==> src/rtl/display_pkg.sv <==
// Shared types and constants for the result display.
// Ports: none (package). Holds the FSM state encoding, segment constants
// and the board's active-low {g,f,e,d,c,b,a} hex glyph table.
package display_pkg;

  typedef enum logic [1:0] {
    ST_IDLE = 2'd0,
    ST_BUSY = 2'd1,
    ST_SHOW = 2'd2,
    ST_ERR  = 2'd3
  } state_t;

  localparam logic [6:0] SEG_BLANK = 7'h7F;
  localparam logic [6:0] SEG_DASH  = 7'h3F;
  localparam logic [6:0] SEG_E     = 7'h06;

  function automatic logic [6:0] hex_to_seg(input logic [3:0] v);
    logic [6:0] seg;
    case (v)
      4'h0: seg = 7'h40;
      4'h1: seg = 7'h79;
      4'h2: seg = 7'h24;
      4'h3: seg = 7'h30;
      4'h4: seg = 7'h19;
      4'h5: seg = 7'h12;
      4'h6: seg = 7'h02;
      4'h7: seg = 7'h78;
      4'h8: seg = 7'h00;
      4'h9: seg = 7'h10;
      4'hA: seg = 7'h08;
      4'hB: seg = 7'h03;
      4'hC: seg = 7'h46;
      4'hD: seg = 7'h21;
      4'hE: seg = 7'h06;
      default: seg = 7'h0E;
    endcase
    return seg;
  endfunction

endpackage

==> src/rtl/result_display_ctrl_bcd_counter.sv <==
// Multi-digit BCD counter with decimal carry; all-9s wraps to all-0s.
// Ports: clk, reset (async, active-high), clr (sync, wins over inc),
// inc (add one this cycle), bcd (registered, digit i at [4i+3:4i]).
module bcd_counter #(
  parameter int DIGITS = 5
) (
  input  logic                  clk,
  input  logic                  reset,
  input  logic                  clr,
  input  logic                  inc,
  output logic [4*DIGITS-1:0]   bcd
);

  logic [4*DIGITS-1:0] bcd_q;
  logic [4*DIGITS-1:0] bcd_d;
  logic                carry;

  // Ripple a carry up from digit 0; a 9 rolls to 0 and passes the carry on.
  always_comb begin
    bcd_d = bcd_q;
    carry = inc;
    if (clr) begin
      bcd_d = '0;
    end else begin
      for (int i = 0; i < DIGITS; i++) begin
        if (carry) begin
          if (bcd_q[4*i +: 4] == 4'd9) begin
            bcd_d[4*i +: 4] = 4'd0;
          end else begin
            bcd_d[4*i +: 4] = bcd_q[4*i +: 4] + 4'd1;
            carry = 1'b0;
          end
        end
      end
    end
  end

  always_ff @(posedge clk or posedge reset) begin
    if (reset) bcd_q <= '0;
    else       bcd_q <= bcd_d;
  end

  assign bcd = bcd_q;

endmodule

==> src/rtl/result_display_ctrl.sv <==
// CNN result display: latches class on finish, counts inferences in BCD,
// blinks digit 0 while busy, shows 'E' on timeout.
// Ports: clk, reset (async high), start (async switch), finish/class_in,
// clear (sync); outputs hex (7 bits/digit, active-low), busy, result_valid,
// error, class_out. All outputs registered; hex lags state by one edge.
module result_display_ctrl
  import display_pkg::*;
#(
  parameter int NUM_DIGITS  = 6,
  parameter int CLASS_W     = 4,
  parameter int CLK_HZ      = 50_000_000,
  parameter int BLINK_HZ    = 2,
  parameter int TIMEOUT_CYC = 50_000_000,
  parameter int LZB         = 1
) (
  input  logic                    clk,
  input  logic                    reset,
  input  logic                    start,
  input  logic                    finish,
  input  logic [CLASS_W-1:0]      class_in,
  input  logic                    clear,
  output logic [7*NUM_DIGITS-1:0] hex,
  output logic                    busy,
  output logic                    result_valid,
  output logic                    error,
  output logic [3:0]              class_out
);

  localparam int CNT_DIGITS = NUM_DIGITS - 1;
  localparam int HALF       = CLK_HZ / (2 * BLINK_HZ);
  localparam int PW         = (HALF > 1) ? $clog2(HALF) : 1;
  localparam int TW         = (TIMEOUT_CYC > 1) ? $clog2(TIMEOUT_CYC) : 1;
  localparam logic [PW-1:0] PRESC_LAST = PW'(HALF - 1);
  localparam logic [TW-1:0] TIMER_LAST = TW'(TIMEOUT_CYC - 1);

  // start synchroniser + edge register, finish edge register
  logic start_s1_q, start_s2_q, start_s3_q;
  logic finish_q;
  logic start_rise, finish_rise, timeout_hit;

  state_t                state_q, state_d;
  logic [TW-1:0]         timer_q, timer_d;
  logic [PW-1:0]         presc_q, presc_d;
  logic                  phase_q, phase_d;
  logic [3:0]            class_q, class_d;
  logic                  valid_q, valid_d;
  logic                  busy_q, busy_d;
  logic                  error_q, error_d;
  logic [7*NUM_DIGITS-1:0] hex_q, hex_d;

  logic                  cnt_clr, cnt_inc;
  logic [4*CNT_DIGITS-1:0] count_bcd;

  assign start_rise  = start_s2_q & ~start_s3_q;
  assign finish_rise = finish & ~finish_q;
  assign timeout_hit = (TIMEOUT_CYC != 0) && (timer_q == TIMER_LAST);

  bcd_counter #(.DIGITS(CNT_DIGITS)) u_count (
    .clk   (clk),
    .reset (reset),
    .clr   (cnt_clr),
    .inc   (cnt_inc),
    .bcd   (count_bcd)
  );

  // Next-state: clear > finish_rise > timeout > start_rise
  always_comb begin
    state_d = state_q;
    timer_d = timer_q;
    presc_d = presc_q;
    phase_d = phase_q;
    class_d = class_q;
    valid_d = valid_q;
    cnt_clr = 1'b0;
    cnt_inc = 1'b0;
    if (clear) begin
      state_d = ST_IDLE;
      cnt_clr = 1'b1;
      valid_d = 1'b0;
      class_d = 4'd0;
      timer_d = '0;
      presc_d = '0;
    end else begin
      case (state_q)
        ST_BUSY: begin
          timer_d = timer_q + 1'b1;
          if (presc_q == PRESC_LAST) begin
            presc_d = '0;
            phase_d = ~phase_q;
          end else begin
            presc_d = presc_q + 1'b1;
          end
          if (finish_rise) begin
            class_d = 4'(class_in);
            valid_d = 1'b1;
            cnt_inc = 1'b1;
            state_d = ST_SHOW;
          end else if (timeout_hit) begin
            state_d = ST_ERR;
          end
        end
        default: begin
          // IDLE, SHOW and ERR all re-arm on start; finish is ignored here.
          if (start_rise) begin
            state_d = ST_BUSY;
            timer_d = '0;
            presc_d = '0;
            phase_d = 1'b1;
          end
        end
      endcase
    end
    busy_d  = (state_d == ST_BUSY);
    error_d = (state_d == ST_ERR);
  end

  // Display image built from the current registered state, so it lands one
  // edge after the state/count it reflects.
  logic       seen_nz;
  logic [3:0] digit;
  always_comb begin
    hex_d   = '1;
    seen_nz = 1'b0;
    digit   = 4'd0;
    case (state_q)
      ST_IDLE: hex_d[6:0] = SEG_DASH;
      ST_BUSY: hex_d[6:0] = phase_q ? (valid_q ? hex_to_seg(class_q) : SEG_DASH)
                                    : SEG_BLANK;
      ST_SHOW: hex_d[6:0] = hex_to_seg(class_q);
      default: hex_d[6:0] = SEG_E;
    endcase
    // Scan from the most significant count digit down; blank until the
    // first non-zero digit, but never blank the units digit.
    for (int j = CNT_DIGITS - 1; j >= 0; j--) begin
      digit = count_bcd[4*j +: 4];
      if (digit != 4'd0) seen_nz = 1'b1;
      if ((LZB != 0) && !seen_nz && (j != 0))
        hex_d[7*(j+1) +: 7] = SEG_BLANK;
      else
        hex_d[7*(j+1) +: 7] = hex_to_seg(digit);
    end
  end

  always_ff @(posedge clk or posedge reset) begin
    if (reset) begin
      start_s1_q <= 1'b0;
      start_s2_q <= 1'b0;
      start_s3_q <= 1'b0;
      finish_q   <= 1'b0;
      state_q    <= ST_IDLE;
      timer_q    <= '0;
      presc_q    <= '0;
      phase_q    <= 1'b1;
      class_q    <= 4'd0;
      valid_q    <= 1'b0;
      busy_q     <= 1'b0;
      error_q    <= 1'b0;
      hex_q      <= '1;
    end else begin
      start_s1_q <= start;
      start_s2_q <= start_s1_q;
      start_s3_q <= start_s2_q;
      finish_q   <= finish;
      state_q    <= state_d;
      timer_q    <= timer_d;
      presc_q    <= presc_d;
      phase_q    <= phase_d;
      class_q    <= class_d;
      valid_q    <= valid_d;
      busy_q     <= busy_d;
      error_q    <= error_d;
      hex_q      <= hex_d;
    end
  end

  assign hex          = hex_q;
  assign busy         = busy_q;
  assign error        = error_q;
  assign result_valid = valid_q;
  assign class_out    = class_q;

endmodule

==> config.mk <==
export PLATFORM = sky130hd
export DESIGN_NAME = result_display_ctrl
export DESIGN_NICKNAME = d
export VERILOG_FILES = /design/src/rtl/display_pkg.sv /design/src/rtl/result_display_ctrl_bcd_counter.sv /design/src/rtl/result_display_ctrl.sv
export SDC_FILE = /design/constraint.sdc
export NUM_CORES = 1
export LEC_CHECK = 0
export CAP_MARGIN = 10
export CORE_MARGIN = 2
export CORE_UTILIZATION = 50
export CTS_CLUSTER_DIAMETER = 150
export DETAILED_ROUTE_END_ITERATION = 7
export GPL_ROUTABILITY_DRIVEN = 0
export PLACE_DENSITY_LB_ADDON = 0.15
export SLEW_MARGIN = 20
export SYNTH_ARGS = -nofsm -noshare
export SYNTH_HDL_FRONTEND = slang
export SYNTH_SLANG_ARGS = --single-unit
==> constraint.sdc <==
create_clock -name clk -period 4.8 [get_ports clk]
set_input_delay 0.96 -clock clk [delete_from_list [all_inputs] [get_ports clk]]
set_output_delay 0.96 -clock clk [all_outputs]
set_load 0.01 [all_outputs]
### After elaboration in Yosys (flattened, before gate mapping)

Memory sizes are Yosys's and may differ from the RTL's. A register that Yosys moved wholly into a read port is not among the register bits.
Cells that the tools add are included.

| word-level totals | value |
|---|---|
| register bits after elaboration | 126 |
| bits in latches | 0 |
| bits in writable memories | 0 |
| ROM bits | 784 |
| output and inout bits | 49 |
| word-level logic and storage cells | 125 |
| memories kept | 7 |

Memory list:

| memory | depth | width | read ports | clocked after Yosys merged registers in | write ports | line | RTL |
|---|---|---|---|---|---|---|---|
| (no name shown) | 16 | 7 | 1 | 0 | 0 | display_pkg.sv:19 | `case (v)` |
| (no name shown) | 16 | 7 | 1 | 0 | 0 | display_pkg.sv:19 |  |
| (no name shown) | 16 | 7 | 1 | 0 | 0 | display_pkg.sv:19 |  |
| (no name shown) | 16 | 7 | 1 | 0 | 0 | display_pkg.sv:19 |  |
| (no name shown) | 16 | 7 | 1 | 0 | 0 | display_pkg.sv:19 |  |
| (no name shown) | 16 | 7 | 1 | 0 | 0 | display_pkg.sv:19 |  |
| 1 more memories | -- | -- | -- | -- | -- | -- |  |

| cells by class | value |
|---|---|
| add/sub/neg operators | 7 |
| multipliers | 0 |
| div/mod/pow operators | 0 |
| magnitude comparators | 0 |
| eq/ne operators | 12 |
| shifts and indexed selects | 0 |
| mux-type cells | 59 |
| bitwise gates (word level) | 6 |
| reductions and logical operators | 16 |

Operators by type and width:

| cell | count |
|---|---|
| 24-bit 2-to-1 mux | 4 |
| 26-bit 2-to-1 mux | 3 |
| 4-bit 2-to-1 mux | 13 |
| 7-bit 2-to-1 mux | 6 |
| 26-bit by 1-bit adder with 26-bit output (second input constant) | 1 |
| 26-bit == test (second input constant) | 1 |
| 1-bit 2-to-1 mux | 26 |
| 24-bit by 1-bit adder with 24-bit output (second input constant) | 1 |
| 24-bit == test (second input constant) | 1 |
| 7-bit case mux with 3 select lines | 1 |
| 4-bit by 1-bit adder with 4-bit output (second input constant) | 5 |
| 4-bit == test (second input constant) | 5 |
| 20-bit 2-to-1 mux | 1 |
| 2-bit nonzero test | 8 |
| 4-bit nonzero test | 4 |
| 2-bit 2-to-1 mux | 5 |
| 2-bit by 1-bit == test with 1-bit output (second input constant) | 2 |
| 2-bit == test (second input constant) | 2 |
| 1-bit inverter | 4 |
| 3-bit AND reduction | 1 |
| 3-bit nonzero test | 1 |
| 1-bit AND | 2 |
| 2-bit zero test | 1 |
| 2-bit != test (second input constant) | 1 |
| 2-bit AND reduction | 1 |

### Depth between registers and ports, before layout

| logic depth | value |
|---|---|
| depth in word-level cells | 15 |
| gate-level depth with buffers | 9 |
| mapped depth without buffers | 7 |

### By module

A second synthesis with hierarchy kept.

| second synthesis, totals | value |
|---|---|
| cells, all modules | 775 |
| area, all modules | 7,348.3 µm² |

Modules (own cells, without submodules):

| module | instances | cells each | area each (µm²) | sequential area each (µm²) |
|---|---|---|---|---|
| result_display_ctrl | 1 | 652 | 6,144.6 | 2,706.3 |
| bcd_counter | 1 | 123 | 1,203.7 | 500.5 |

### Worst setup path before layout

OpenSTA, ideal clock, no wires.

| timing | value |
|---|---|
| kind | input to register |
| start | in clear |
| end | reg u_count.bcd_q[19], in the netlist u_count.bcd[19] |
| library setup time | 0.099 ns |
| arrival time | 2.879 ns |
| required time | 4.701 ns |
| slack | 1.822 ns |
| cell stages on the path | 8 |
| cells stage by stage | buf_2 or3b_1 buf_2 or4_4 buf_6 nor3_4 a41oi_1 a311oi_1 |

| on the way | value |
|---|---|
| word-level cells in the longest chain between the ends | 10 |
| elaborated cells on any way between the ends | 12 |
| those cells by class | 11 x mux; 1 x reduce/logical |

Ends and longest elaborated chain:

| element | line | RTL |
|---|---|---|
| start, declared | result_display_ctrl.sv:21 | `input logic clear,` |
| 1-bit 2-to-1 mux | result_display_ctrl.sv:76 | `if (clear) begin` |
| 1-bit 2-to-1 mux | result_display_ctrl_bcd_counter.sv:26 | `if (carry) begin` |
| 1-bit 2-to-1 mux | result_display_ctrl_bcd_counter.sv:22 | `if (clr) begin` |
| 1-bit 2-to-1 mux | result_display_ctrl_bcd_counter.sv:26 |  |
| 1-bit 2-to-1 mux | result_display_ctrl_bcd_counter.sv:22 |  |
| 1-bit 2-to-1 mux | result_display_ctrl_bcd_counter.sv:26 |  |
| 1-bit 2-to-1 mux | result_display_ctrl_bcd_counter.sv:22 |  |
| 1-bit 2-to-1 mux | result_display_ctrl_bcd_counter.sv:26 |  |
| 1-bit 2-to-1 mux | result_display_ctrl_bcd_counter.sv:22 |  |
| 2-bit nonzero test (no source line) | -- |  |
| end signal, assigned | result_display_ctrl_bcd_counter.sv:39 | `if (reset) bcd_q <= '0;` |
| end signal, assigned | result_display_ctrl_bcd_counter.sv:40 | `else bcd_q <= bcd_d;` |
| end, declared | result_display_ctrl_bcd_counter.sv:14 | `logic [4*DIGITS-1:0] bcd_q;` |

Parallel ways exist; a longest one is shown, timed or not. The select of a mux whose other input is x is not followed.
A chain may end at the register's enable or synchronous reset.

### Final worst setup path

| timing | value |
|---|---|
| start | in clear |
| end | reg u_count.bcd_q[15], in the netlist u_count.bcd[15] |

| on the way | value |
|---|---|
| word-level cells in the longest chain between the ends | 8 |
| elaborated cells on any way between the ends | 10 |
| those cells by class | 9 x mux; 1 x reduce/logical |

Ends and longest elaborated chain:

| element | line |
|---|---|
| 1-bit 2-to-1 mux | result_display_ctrl.sv:76 |
| 1-bit 2-to-1 mux | result_display_ctrl_bcd_counter.sv:26 |
| 1-bit 2-to-1 mux | result_display_ctrl_bcd_counter.sv:22 |
| 1-bit 2-to-1 mux | result_display_ctrl_bcd_counter.sv:26 |
| 1-bit 2-to-1 mux | result_display_ctrl_bcd_counter.sv:22 |
| 1-bit 2-to-1 mux | result_display_ctrl_bcd_counter.sv:26 |
| 1-bit 2-to-1 mux | result_display_ctrl_bcd_counter.sv:22 |
| 2-bit nonzero test (no source line) | -- |

Parallel ways exist; a longest one is shown, timed or not. The select of a mux whose other input is x is not followed.

==> results.txt <==
* Setup slack of the most critical reg-to-reg path: 2.09 ns
* Startpoint type of the worst setup path: input pin
* Highest ir drop seen on vdd: 0.0002221 V
* Setup repair after global routing missed its margin: false
- Final Cycle Share: 65.85%
- Shortest clock period the worst path allows after layout: 3.161 ns
- Part of the Yosys area used for sequential elements: 44.88%
* Wire length on met1: 7.340 mm
* Total track usage: 22.05%
* Setup Total Neg Slack: 0 ns
- Half-perimeter wire length after detailed placement: 10.41 mm
* Routed met2 length: 7.402 mm
- Die extent in x: 123.5 um
- Area taken by multi-input logic gates: 3608 um2
- Footprint of the flip-flops and latches: 3207 um2
- Max Freq: 316.4 MHz
* Leading post-synthesis cells by cell area: dfrtp_1, dfstp_2, ha_1
* Data required time at the worst endpoint: 5.14 ns
- Fill cells in the final layout number 1185.
- Post-detailed-route wirelength per cell: 15.70 um
* Combinational family with the most area after synthesis: compound AO/OA/AOI/OAI gates
- The initial antenna violation count was 0.
- Number of remaining DRC errors: 0
- Post-CTS clock slew at the launch and capture registers of the worst setup and hold paths: 0.06 ns
- Power per Cell Area: 308.9 nW/um2
- The number of global-route vias before repair came to 5486.
- The number of clock buffers added by TritonCTS is 17.
* Remaining antenna violation count after routing: 0
- The tool flagged a number of max-cap violations equal to 0.
* Slowest library cell on the worst path: nor4_1
- Setup ws final: 1.639 ns
* Clock insertion delay at the later pin of the skew report: 0.42 ns
* Category of the critical setup timing path: in -> reg
* Number of synthesized register bits: 126
- Number of search-and-repair iterations in the first detailed-routing pass: 5
* Starting utilization of the core area: 51.28%
- At the end of the flow, the number of nets in the layout was 864.
* Simple-gate share of the synthesized area: 19.80%
- Overall die height: 123.5 um
- H-tree levels: 4
- In this run the post-CTS setup repair buffer count came out at 0.
* Largest net degree at the start of global routing: 81
- Number of buffers added to fix hold violations after cts: 0
- Post-synth EDFFs: 0
* Adder-cell share of the synthesized area: 6.829%
* Post-synthesis cell type count: 61
- Area share of the largest cell type after synthesis: 29.07%
- Cell Chain, Critical Path: clkdlybuf4s50_1 > or3b_1 > buf_4 > nor4_1 > nand3_1 > or4_1 > a31oi_1
- Drt via density: 6.009
- Count of instances resized after the clock tree is built: 0
- Deepest clock path buffer count: 2
- When the netlist entered floorplanning its net count stood at 837.
- Total standard cell area after synthesis: 7146 um2
* Leakage power of the design: 3.371 nW
- Setup violation total in the final timing report: 0
* Average cell area after synthesis: 9.057 um2
- After Yosys synthesis, XOR and XNOR cells account for 0.3677% of the synthesized area.
- Summing the areas of all compound-gate instances in the mapped netlist gives 21.22% of the synthesized area.
- The first global-routing pass estimated 26.54 mm of wire.
- Fraction of layout cells with a size suffix above 1: 11.46%
* Number of hold-slack violations in the final timing report: 0
- Of the post-synthesis cell area, the part taken by muxes is 2.154%.
- Via count: 6063
- Port Buf Inserts: 57
* Synth Flop Type: dfrtp_1
- The run finished with clean final reports.
* Leading cell types in the layout, fill and taps excluded: dfrtp_1, o21ai_0, nand2_1
* Cells after Synth: 789
- The floorplan step defined a core boundary enclosing 13930 um2.
* DIE AREA: 15260 um2
- Highest fanout seen on the critical path: 36
- For this run the aggregate overflow at the end of global routing stands at 0.
- Commonest non-fill, non-tap cell in the layout: dfrtp_1
* Clock tree root buffer cell: clkbuf_16
* Sum of met3 wire segment lengths after detailed routing: 855 um
- The count of final max-slew check failures is 0.
- The biggest area contributor in the post-synthesis netlist is dfrtp_1.
- Pre-CTS setup slack: 1.229 ns
* Post-route insts no fill: 1009
- Relative to the synthesized area, the layout overhead comes to 17.69%.
* Number of top-level pins: 58
- Cell count after placement: 977
* Row count: 43
- After synthesis, the share of flip-flops with an asynchronous set or reset is 100.0%.
- Across the routed clock network, the largest skew measured is 0.008072 ns.
- TritonCTS built the clock tree.
* Starting DRT DRC Count: 765
- The worst setup path is captured at a flip-flop.
* Arrival time of the worst setup path: 3.50 ns
* Slew headroom: 42.91%
- Total number of yosys warnings: 0
- Overall routed net length: 15.84 mm
* Diodes inserted: 0
* Slew of the pin with the lowest slew margin: 0.8485 ns
- Top layer in use: met4
- CTS saw 126 sinks.
- In this design, the stage delay of the slowest critical-path cell is 0.54 ns.
- Worst Hold Class: reg -> reg
-- cell families (layout without fill, tap and decap cells) --
group	Yosys count	count (layout)
adders and majority gates	39	39
buffers and inverters	84	124
DFF	126	126
and+or+nand+nor	275	275
xor gates and xnor gates	3	3
muxes	15	15
AOI/OAI and AO/OA	247	247
-- flip-flops by register name (all words and copies together), names as in the netlist --
register	cells
phase_q	1
timer_q	26
state_q	2
start_s3_q	1
busy	1
start_s1_q	1
start_s2_q	1
error	1
finish_q	1
hex	42
result_valid	1
presc_q	24
class_out	4
u_count.bcd	20
-- layout make-up --
class                   instances  share of cell area [%]
clock buffers                  18                   5.222
clock inverters                14                   2.291
inverters                      27                   1.265
multi-input cells             579                   42.91
flip-flops and latches        126                   38.13
well taps                     180                   2.678
repair buffers                 65                   7.499
-- final timing paths --
kind | from | cells past startpoint | to
setup / recovery | clear | 7 | u_count.bcd[15]
hold / removal | start_s1_q | 0 | start_s2_q
setup reg to reg | u_count.bcd[1] | 7 | u_count.bcd[15]
hold reg to reg | start_s1_q | 0 | start_s2_q
max in group asynchronous | reset | 3 | hex[27]
min in group asynchronous | reset | 2 | u_count.bcd[5]
-- metal layers --
layer / vias up / GRT usage (%)
li1: 2922 / -
met2: 189 / 33.52
met4: 0 / 8.452
met3: 22 / 4.889
met5: - / 0
met1: 2930 / 30.78
-- through the flow --
step	hold slack (ns)	total power [W]	area (um2)	utilization, %
detailed placement	0.3364	0.001252	7775	55.80
floorplan	0.3312	0.001199	7146	-
CTS	0.3496	0.002616	8407	60.33
global route	0.3565	0.002693	8409	60.35
finish	0.3476	0.002598	8409	60.35
global placement	0.3381	0.001248	7775	55.80
-- critical path: cells and delay by family --
family                 cells  cell delay, ns
AO/OA/AOI/OAI              1            0.15
buffers and inverters      2            0.73
AND/OR/NAND/NOR            4            1.67
-- power breakdown --
| part | internal [W] | switching, W | total (W) | leakage [nW] |
|---|---|---|---|---|
| clock | 0.000880 | 0.000485 | 0.00136 | 0.290 |
| sequential | 0.00109 | 0.0000156 | 0.00110 | 1.60 |
| combinational | 0.0000496 | 0.0000810 | 0.000131 | 1.48 |
-- synthesized netlist by cell type, types with 4 or more instances --
library cell	n
a41oi_1	7
clkbuf_1	45
nand2b_1	9
and2_1	9
a21o_1	9
nor4_1	8
mux2i_1	12
or3_1	6
o21ai_0	76
dfstp_2	43
nand3_1	40
nor2b_1	9
o31ai_1	6
and4_1	8
a211oi_1	7
a31oi_1	24
a21oi_1	66
nor2_1	48
nand4_1	17
nand3b_1	5
o21a_1	4
buf_1	5
o211ai_1	13
inv_1	27
and3_1	12
nor3_1	15
nand2_1	74
dfrtp_1	83
a22o_1	13
ha_1	39
buf_2	4
Power figures use the tool's default switching activity.
